--- src/rtl/uart_rx_oversample.sv ---
// UART receiver: 1 start, N_BITS_DATA data bits (LSB first), 1 stop, driven by an oversampling baud tick.
// Define UART_RX_PARITY_EN to add one parity bit after the data (sense chosen by PARITY_ODD).
//   state  | meaning
//   IDLE   | line idle, waiting for rx_s low
//   START  | confirming start bit at mid-bit
//   DATA   | sampling data bits at mid-bit
//   PARITY | sampling parity bit (UART_RX_PARITY_EN only)
//   STOP   | waiting SB_TICKS, then publish word and flags
module uart_rx_oversample #(
  parameter int N_BITS_DATA = 8,
  parameter int OVERSAMPLE  = 16,
  parameter int SB_TICKS    = 16,
  parameter int PARITY_ODD  = 0
) (
  input  logic                   clock,
  input  logic                   reset,
  input  logic                   s_tick,
  input  logic                   rx,
  output logic [N_BITS_DATA-1:0] dout,
  output logic                   rx_done_ticks,
  output logic                   frame_error,
  output logic                   parity_error
);

  localparam int CNT_MAX = (OVERSAMPLE > SB_TICKS) ? OVERSAMPLE : SB_TICKS;
  localparam int CW      = (CNT_MAX > 1) ? $clog2(CNT_MAX) : 1;
  localparam int BW      = (N_BITS_DATA > 1) ? $clog2(N_BITS_DATA) : 1;

  typedef enum logic [2:0] {
    IDLE,
    START,
    DATA,
`ifdef UART_RX_PARITY_EN
    PARITY,
`endif
    STOP
  } state_t;

  state_t                 state;
  logic [CW-1:0]          cnt;
  logic [BW-1:0]          bit_idx;
  logic [N_BITS_DATA-1:0] shreg;
  logic [1:0]             sync_q;
  logic                   rx_s;
`ifdef UART_RX_PARITY_EN
  logic                   par_bit;
`endif

  always_ff @(posedge clock or negedge reset) begin
    if (!reset) sync_q <= 2'b11;
    else        sync_q <= {sync_q[0], rx};
  end

  assign rx_s = sync_q[1];

  always_ff @(posedge clock or negedge reset) begin
    if (!reset) begin
      state         <= IDLE;
      cnt           <= '0;
      bit_idx       <= '0;
      shreg         <= '0;
      dout          <= '0;
      rx_done_ticks <= 1'b0;
      frame_error   <= 1'b0;
      parity_error  <= 1'b0;
`ifdef UART_RX_PARITY_EN
      par_bit       <= 1'b0;
`endif
    end else begin
      rx_done_ticks <= 1'b0;
      case (state)
        IDLE: begin
          if (!rx_s) begin
            state <= START;
            cnt   <= '0;
          end
        end
        START: begin
          if (s_tick) begin
            if (cnt == CW'(OVERSAMPLE/2 - 1)) begin
              // a high line at mid start bit was a glitch, not a frame
              if (!rx_s) begin
                state   <= DATA;
                cnt     <= '0;
                bit_idx <= '0;
              end else begin
                state <= IDLE;
              end
            end else begin
              cnt <= cnt + CW'(1);
            end
          end
        end
        DATA: begin
          if (s_tick) begin
            if (cnt == CW'(OVERSAMPLE - 1)) begin
              shreg <= {rx_s, shreg[N_BITS_DATA-1:1]};
              cnt   <= '0;
              if (bit_idx == BW'(N_BITS_DATA - 1)) begin
`ifdef UART_RX_PARITY_EN
                state <= PARITY;
`else
                state <= STOP;
`endif
              end else begin
                bit_idx <= bit_idx + BW'(1);
              end
            end else begin
              cnt <= cnt + CW'(1);
            end
          end
        end
`ifdef UART_RX_PARITY_EN
        PARITY: begin
          if (s_tick) begin
            if (cnt == CW'(OVERSAMPLE - 1)) begin
              par_bit <= rx_s;
              cnt     <= '0;
              state   <= STOP;
            end else begin
              cnt <= cnt + CW'(1);
            end
          end
        end
`endif
        STOP: begin
          if (s_tick) begin
            if (cnt == CW'(SB_TICKS - 1)) begin
              state         <= IDLE;
              dout          <= shreg;
              frame_error   <= ~rx_s;
              rx_done_ticks <= 1'b1;
`ifdef UART_RX_PARITY_EN
              parity_error  <= (^shreg ^ par_bit) != (PARITY_ODD != 0);
`else
              parity_error  <= 1'b0;
`endif
            end else begin
              cnt <= cnt + CW'(1);
            end
          end
        end
        default: state <= IDLE;
      endcase
    end
  end

endmodule

--- config.mk ---
export PLATFORM = sky130hd
export DESIGN_NAME = uart_rx_oversample
export DESIGN_NICKNAME = d
export VERILOG_FILES = /design/src/rtl/uart_rx_oversample.sv
export SDC_FILE = /design/constraint.sdc
export NUM_CORES = 1
export LEC_CHECK = 0
export BUFFER_PORTS_ARGS = -buffer_cell sky130_fd_sc_hd__buf_4
export CORE_MARGIN = 2
export CORE_UTILIZATION = 45
export DETAILED_ROUTE_END_ITERATION = 10
export GPL_TIMING_DRIVEN = 0
export SETUP_SLACK_MARGIN = 0.15
export SYNTH_ARGS = -nofsm -noshare
export SYNTH_HDL_FRONTEND = slang
export SYNTH_SLANG_ARGS = --single-unit
--- constraint.sdc ---
create_clock -name clock -period 2.4 [get_ports clock]
set_clock_uncertainty 0.1 [all_clocks]
set_input_delay 0.12 -clock clock [delete_from_list [all_inputs] [get_ports clock]]
set_output_delay 0.12 -clock clock [all_outputs]
set_load 0.03 [all_outputs]
==> summary.txt, run 1 <==
Status
  • Outcome: complete, no violations

Routing
  • Drt drc: 0
  • Post-route ant nets: 0
  • First-pass DRT Iterations: 4
  • Post-DR wirelength/cell: approximately 14 um
  • Final wirelength: between 2000 and 2500 um
  • Initial DRC count: 13
  • Vias: 897
  • Via density per instance: 5.61

Setup path
  • Crit-path max FO: 8
  • RR Startpoint: cnt[0]
  • Startpoint types: flop
  • CP Data Arrival Time: 2.07 ns
  • RR Endpoint: shreg[7]
  • R2r setup slk: 0.44 ns
  • Reg2Reg Depth: 5
  • Worst-path cell chain: ha_1 > clkbuf_2 > nand4_4 > nor3b_4 > mux2_2
  • Slowest stage cell on the critical path: nor3b_4
  • Worst stage delay on the critical path: 0.44 ns
  • Worst setup EP type: flop
  • Crit Path Class: flop to flop
  • Worst EP required: around 2.5 ns

Synth
  • Post-Syn Area: 1350 um^2
  • Top FF cell, synth: dfrtp_1
  • Register area share after synthesis: 54.0%
  • Syn_nets: 113
  • Cells after synthesis: around 110
  • Number of synthesized flops with an enable pin: 0
  • Async SR Flop Fraction: 100%
  • Synth Area per Inst: around 13 um^2
  • Synth warnings: 0
  • Netlist cell types: 32
  • Register bit count reported by yosys: 29

Floorplan
  • Initial core utilization: 48.0%
  • Die Width: between 50 and 60 um
  • Chip height: ~59 um
  • Core area: approximately 2800 um^2
  • Die area: 3450 um^2
  • Num rows: 19
  • # IOs: 15

Placement
  • Detailed Place HPWL: between 1500 and 2000 um
  • GPL Wtd Cong: 0.871
  • Placed cell area: 1480 um^2
  • Placed cell count: 150
  • Port bufs: 13

Final layout
  • Ant. Diodes: 0
  • Final Net Count: 135
  • Fin util: a little under three fifths
  • Share of layout cells above drive strength 1: 40.3%
  • Design Area, Final: between 1500 and 2000 um^2
  • Non-Filler Instances: 160
  • Area Overhead vs Synth: 17.9%
  • # fillers: between 200 and 250

STA
  • Pins Over Slew Limit: 0
  • Fin. Hold Viols: 0
  • Top achievable clock speed: 509 MHz
  • Crit share post-route: around four fifths
  • RSZ-0062 raised after global routing: false
  • Final setup violating endpoints: 0
  • Min cycle time layout: 1.96 ns
  • Setup TNS: 0 ns

Clocking
  • Clock transition at path regs: roughly 0.09 ns
  • Clk sinks: 29
  • CTS tree: built
  • Root Driver: clkbuf_4
  • Max clock buf depth: 2
  • H-tree level count: 2
  • Worst-Skew Late Latency: roughly 0.32 ns
  • Num CTS Buffers: 5
  • CTS resizes: 0

Flow run
  • Max-Cap Viols: 0

Power and ir drop
  • LEAKAGE: between 0.7 and 0.8 nW
  • Pwr Density: between 900 and 1000 nW/um^2
  • Maximum vdd drop: around 0.00056 V

Hold path
  • Hold-critical path depth: 3
  • Worst hold path type: input port to flop
  • Hold Crit Endpoint: rx_done_ticks
  • Hold path startpoint: s_tick

Global routing
  • All-layer global routing usage: approximately 16%
  • First-pass GRT wire length: ~4000 um
  • Remaining Overflow, GRT: 0
  • Vias in the first global route: 877
  • Initial antenna violation count: 0
  • Largest net degree at the start of global routing: 30
through the flow:
stage	setup WS, ns	total power [mW]	hold slack [ns]
after floorplan	0.632	0.953	-0.276
after global placement	0.483	1.04	-0.0376
after detailed placement	0.421	1.05	-0.0374
after CTS	0.401	1.48	0.0815
after global routing	0.316	1.56	0.0705
final	0.435	1.46	0.0890
worst max-delay path by stage:
stage                       from  endpoint  cells past startpoint
final                     cnt[0]  shreg[7]                      5
after global routing      cnt[0]  shreg[6]                      5
after CTS                 cnt[0]  shreg[7]                      5
after detailed placement  cnt[0]  shreg[7]                      5
after global placement    cnt[0]  shreg[5]                      5
after floorplan           cnt[0]  shreg[0]                      5
area by class of cell:
type / count / area, um^2 / share of cell area [%]
sequential: 29 / 728 / 45.8
multi-input combinational: 68 / 571 / 35.9
timing repair buffer: 15 / 118 / 7.40
clock buffer: 7 / 55.1 / 3.46
tap: 31 / 38.8 / 2.44
buffer: 6 / 37.5 / 2.36
clock inverter: 1 / 30.0 / 1.89
inverter: 3 / 11.3 / 0.709
cells in the mapped netlist (2+ instances only):
cell | count | area share [%]
dfrtp_1 | 27 | 50
mux2_2 | 18 | 15
nand2_1 | 8 | 2.2
o21ai_0 | 5 | 1.9
nand3_1 | 4 | 1.5
nor2_1 | 4 | 1.1
a21oi_1 | 3 | 1.1
a22o_1 | 3 | 2.0
buf_4 | 3 | 1.7
ha_1 | 3 | 2.8
a221o_1 | 2 | 1.5
a31oi_1 | 2 | 0.93
buf_2 | 2 | 0.74
dfstp_2 | 2 | 3.9
inv_1 | 2 | 0.56
o2bb2ai_1 | 2 | 1.3
worst max-delay path: cells and delay by family (launching register included):
kind,cells,cell delay [ns]
mux,1,0.39
flops,1,0.39
buf+inv,1,0.22
simple gates,2,0.60
fa+ha+maj,1,0.16
cells in the final DEF (no fill, tap or decap), types with 2 or more instances in the layout:
cell / netlist / final
clkbuf_4: 0 / 5
o21ai_0: 5 / 5
a22o_1: 3 / 3
inv_1: 2 / 2
nor2_1: 4 / 4
o2bb2ai_1: 2 / 2
buf_2: 2 / 2
a221o_1: 2 / 2
nand2_1: 8 / 8
mux2_2: 18 / 18
dfstp_2: 2 / 2
a31oi_1: 2 / 2
dlygate4sd3_1: 0 / 2
ha_1: 3 / 3
dfrtp_1: 27 / 27
a21oi_1: 3 / 3
buf_4: 3 / 16
nand3_1: 4 / 4
kinds of logic (layout without fill, tap and decap cells):
logic type	count (synthesis)	in the layout	share of synthesized area, %
DFF	29	29	54.0
AOI/OAI and AO/OA	18	18	9.47
xor gates and xnor gates	1	1	0.650
adders and majority gates	3	3	2.79
other	1	1	0.278
buffers and inverters	9	32	3.62
and+or+nand+nor	26	26	13.4
muxes	19	19	15.8
where the power goes:
part | switching, mW | internal, mW
combinational | 0.257 | 0.194
sequential | 0.0455 | 0.550
clock | 0.167 | 0.249
total | 0.469 | 0.992
timing repair:
item | CTS | global route
endpoints found under the setup margin | 0 | 0
buffers inserted | 0 | 0
endpoints found under the hold margin | 30 | 0
hold buffers | 2 | 0
sequential cells by signal, summed over array words and instances (netlist names):
| name | count |
|---|---|
| sync_q | 2 |
| frame_error | 1 |
| rx_done_ticks | 1 |
| shreg | 8 |
| dout | 8 |
| bit_idx | 3 |
| state | 2 |
| cnt | 4 |
layer usage:
layer | global-route usage, % | wire (um) | vias up
met5 | 0 | 0 | -
met4 | 6.82 | 49 | 0
met3 | 6.59 | 110 | 6
met2 | 23.8 | 999 | 24
met1 | 21.1 | 1090 | 435
li1 | - | - | 432
(Power assumes the default switching activity.)
==> run 2: changes to the inputs <==
ABC_AREA = 1   (was unset)
PLACE_DENSITY = 0.66   (was unset)
clock period = 1.6 ns   (was 2.4 ns; I/O delays follow)
==> summary.txt, run 2 <==
Floorplan
  • Die Width: 61.7 um (was 58.7 um)
  • Num rows: 20 (was 19)
  • Die area: 3810 um^2 (was 3450 um^2)
  • Core area: 3100 um^2 (was 2810 um^2)
  • Chip height: 61.7 um (was 58.7 um)
  • Initial core utilization: 48.3% (was 48.0%)
  • # IOs: 15 (unchanged)

Synth
  • Register area share after synthesis: 48.6% (was 54.0%)
  • Yosys top cell by area: dfrtp_1 (unchanged)
  • Top cell type's share of synthesized area: 45.1% (was 50.1%)
  • Async SR Flop Fraction: 100% (unchanged)
  • Register bit count reported by yosys: 29 (unchanged)
  • Netlist cell types: 21 (was 32)
  • Cells after synthesis: 172 (was 106)
  • Number of synthesized flops with an enable pin: 0 (unchanged)
  • Synth cell count leaders: nand2_1 (55), dfrtp_1 (27), inv_1 (22) (was dfrtp_1 (27), mux2_2 (18), nand2_1 (8))
  • Synth warnings: 0 (unchanged)
  • Synth top area cells: dfrtp_1 (45%), nand2_1 (14%), o21ai_2 (11%), inv_1 (5.5%), nand3_1 (4.0%) (was dfrtp_1 (50%), mux2_2 (15%), dfstp_2 (3.9%), ha_1 (2.8%), nand2_1 (2.2%))
  • Post-Syn Area: 1500 um^2 (was 1350 um^2)
  • Top FF cell, synth: dfrtp_1 (unchanged)
  • Top-count cell post-synth: nand2_1 (was dfrtp_1)
  • Syn_nets: 179 (was 113)
  • Synth Area per Inst: 8.71 um^2 (was 12.7 um^2)

Final layout
  • Share of layout cells above drive strength 1: 45.4% (was 40.3%)
  • Most common cell after layout, fill and taps aside: nand2_1 (was dfrtp_1)
  • Design Area, Final: 2020 um^2 (was 1590 um^2)
  • Biggest regs: dout x8, shreg x8, cnt x4 (unchanged)
  • Final Net Count: 211 (was 135)
  • Non-Filler Instances: 249 (was 160)
  • Ant. Diodes: 0 (unchanged)
  • Area Overhead vs Synth: 34.8% (was 17.9%)
  • Commonest cells after routing, fill and taps aside: nand2_1 (36), dfrtp_1 (27), inv_1 (21), buf_4 (20), o21ai_2 (18) (was dfrtp_1 (27), mux2_2 (18), buf_4 (16), nand2_1 (8))

Global routing
  • First-pass GRT wire length: 5110 um (was 4040 um)
  • Remaining Overflow, GRT: 0 (unchanged)
  • Vias in the first global route: 1170 (was 877)
  • All-layer global routing usage: 18.4% (was 16.2%)
  • Largest net degree at the start of global routing: 30 (unchanged)
  • Initial antenna violation count: 0 (unchanged)

Setup path
  • R2r setup slk: 0.1 ns (was 0.44 ns)
  • RR Startpoint: cnt[0] (unchanged)
  • Crit-path max FO: 6 (was 8)
  • Crit Path Class: flop to flop (unchanged)
  • CP Data Arrival Time: 1.63 ns (was 2.07 ns)
  • Worst EP required: 1.73 ns (was 2.51 ns)
  • RR Endpoint: shreg[3] (was shreg[7])
  • Worst setup EP type: flop (unchanged)
  • Startpoint types: flop (unchanged)
  • Reg2Reg Depth: 7 (was 5)

Routing
  • First-pass DRT Iterations: 4 (unchanged)
  • Post-route ant nets: 0 (unchanged)
  • Final wirelength: 3090 um (was 2250 um)
  • Initial DRC count: 36 (was 13)
  • Drt drc: 0 (unchanged)
  • Vias: 1226 (was 897)
  • Post-DR wirelength/cell: 12.4 um (was 14.1 um)
  • Via density per instance: 4.92 (was 5.61)

Power and ir drop
  • LEAKAGE: 0.985 nW (was 0.784 nW)
  • Pwr Density: 1170 nW/um^2 (was 919 nW/um^2)
  • Maximum vdd drop: 0.000636 V (was 0.000564 V)

Clocking
  • Root Driver: clkbuf_4 (unchanged)
  • Clock transition at path regs: 0.10 ns (was 0.09 ns)
  • Worst-Skew Late Latency: 0.33 ns (was 0.32 ns)
  • H-tree level count: 2 (unchanged)
  • Clk sinks: 29 (unchanged)
  • CTS tree: built (unchanged)
  • Num CTS Buffers: 5 (unchanged)
  • Max clock buf depth: 2 (unchanged)

STA
  • Pins Over Slew Limit: 0 (unchanged)
  • Setup TNS: 0 ns (unchanged)
  • Fin Hold WS: 0.0958 ns (was 0.0890 ns)
  • Crit share post-route: 93.9% (was 81.9%)
  • Min cycle time layout: 1.50 ns (was 1.96 ns)
  • Fin. Hold Viols: 0 (unchanged)
  • Final setup violating endpoints: 0 (unchanged)
  • Top achievable clock speed: 665 MHz (was 509 MHz)
  • RSZ-0062 raised after global routing: true (was false)

Flow run
  • Max-Cap Viols: 0 (unchanged)

Placement
  • Detailed Place HPWL: 2020 um (was 1570 um)
  • Port bufs: 13 (unchanged)
  • Placed cell count: 229 (was 150)
  • Placed cell area: 1660 um^2 (was 1480 um^2)
  • GPL Wtd Cong: 0.784 (was 0.871)

Status
  • Outcome: complete, no violations (unchanged)

Hold path
  • Worst hold path type: input port to async pin (was input port to flop)
[run 2: cells by family (layout without fill, tap and decap cells)]
group / count (synthesis) / in the layout / synth area share (%)
simple gates: 84 / 84 / 25.7
compound gates: 25 / 25 / 13.6
other cells: 1 / 1 / 0.250
fa+ha+maj: 3 / 3 / 2.50
buf+inv: 29 / 62 / 8.76
xor+xnor: 1 / 1 / 0.584
flops: 29 / 29 / 48.6
[run 2: through the flow]
step	setup slack, ns	util (%)	power [mW]
final	0.0972	65.1	2.36
after global routing	-0.0183	65.1	2.53
after CTS	0.0729	62.0	2.32
after detailed placement	-0.0962	53.5	1.56
after global placement	-0.0246	53.5	1.53
after floorplan	0.122	-	1.41
[run 2: layout make-up]
type / instances / area (um^2)
Fill cell: 288 / 1080
Multi-Input combinational cell: 114 / 779
Sequential cell: 29 / 728
Timing Repair Buffer: 25 / 234
Inverter: 25 / 93.8
Clock buffer: 7 / 55.1
Tap cell: 44 / 55.1
Buffer: 4 / 45.0
Clock inverter: 1 / 30.0
[run 2: power by group]
group          internal, mW  switching (mW)
Clock                 0.373           0.269
Combinational         0.313           0.482
Sequential            0.816           0.109
Total                  1.50           0.859
[run 2: timing repair]
| action | in CTS | in global routing |
|---|---|---|
| buffers inserted | 8 | 1 |
| endpoints found under the hold margin | 30 | 0 |
| pin swaps | 12 | 6 |
| endpoints found under the setup margin | 25 | 27 |
| gates cloned | 0 | 1 |
| hold buffers | 2 | 0 |
| gates resized for setup | 28 | 17 |
[run 2: worst max path at each step]
stage | from | end | slack (ns) | depth (start not counted)
floorplan | cnt[0] | dout[2] | 0.12 | 7
global placement | cnt[0] | dout[2] | -0.02 | 7
detailed placement | cnt[0] | dout[2] | -0.1 | 7
CTS | cnt[0] | cnt[0] | 0.07 | 8
global route | state[1] | bit_idx[2] | -0.02 | 7
finish | cnt[0] | shreg[3] | 0.1 | 7
[run 2: worst max-delay path: stages (launching register included)]
cell and delay (ns):
dfrtp_1 0.42, ha_4 0.19, nand2_4 0.06, nor2_4 0.20
nand3_4 0.15, buf_12 0.18, nand2_4 0.06, o21ai_2 0.05
[run 2: metal layers]
layer	global-route usage, %	wire length (um)	vias up
met5	0	0	-
met3	6.21	134	5
met2	30.5	1580	27
met1	22.9	1340	585
met4	5.47	32	0
li1	-	-	609
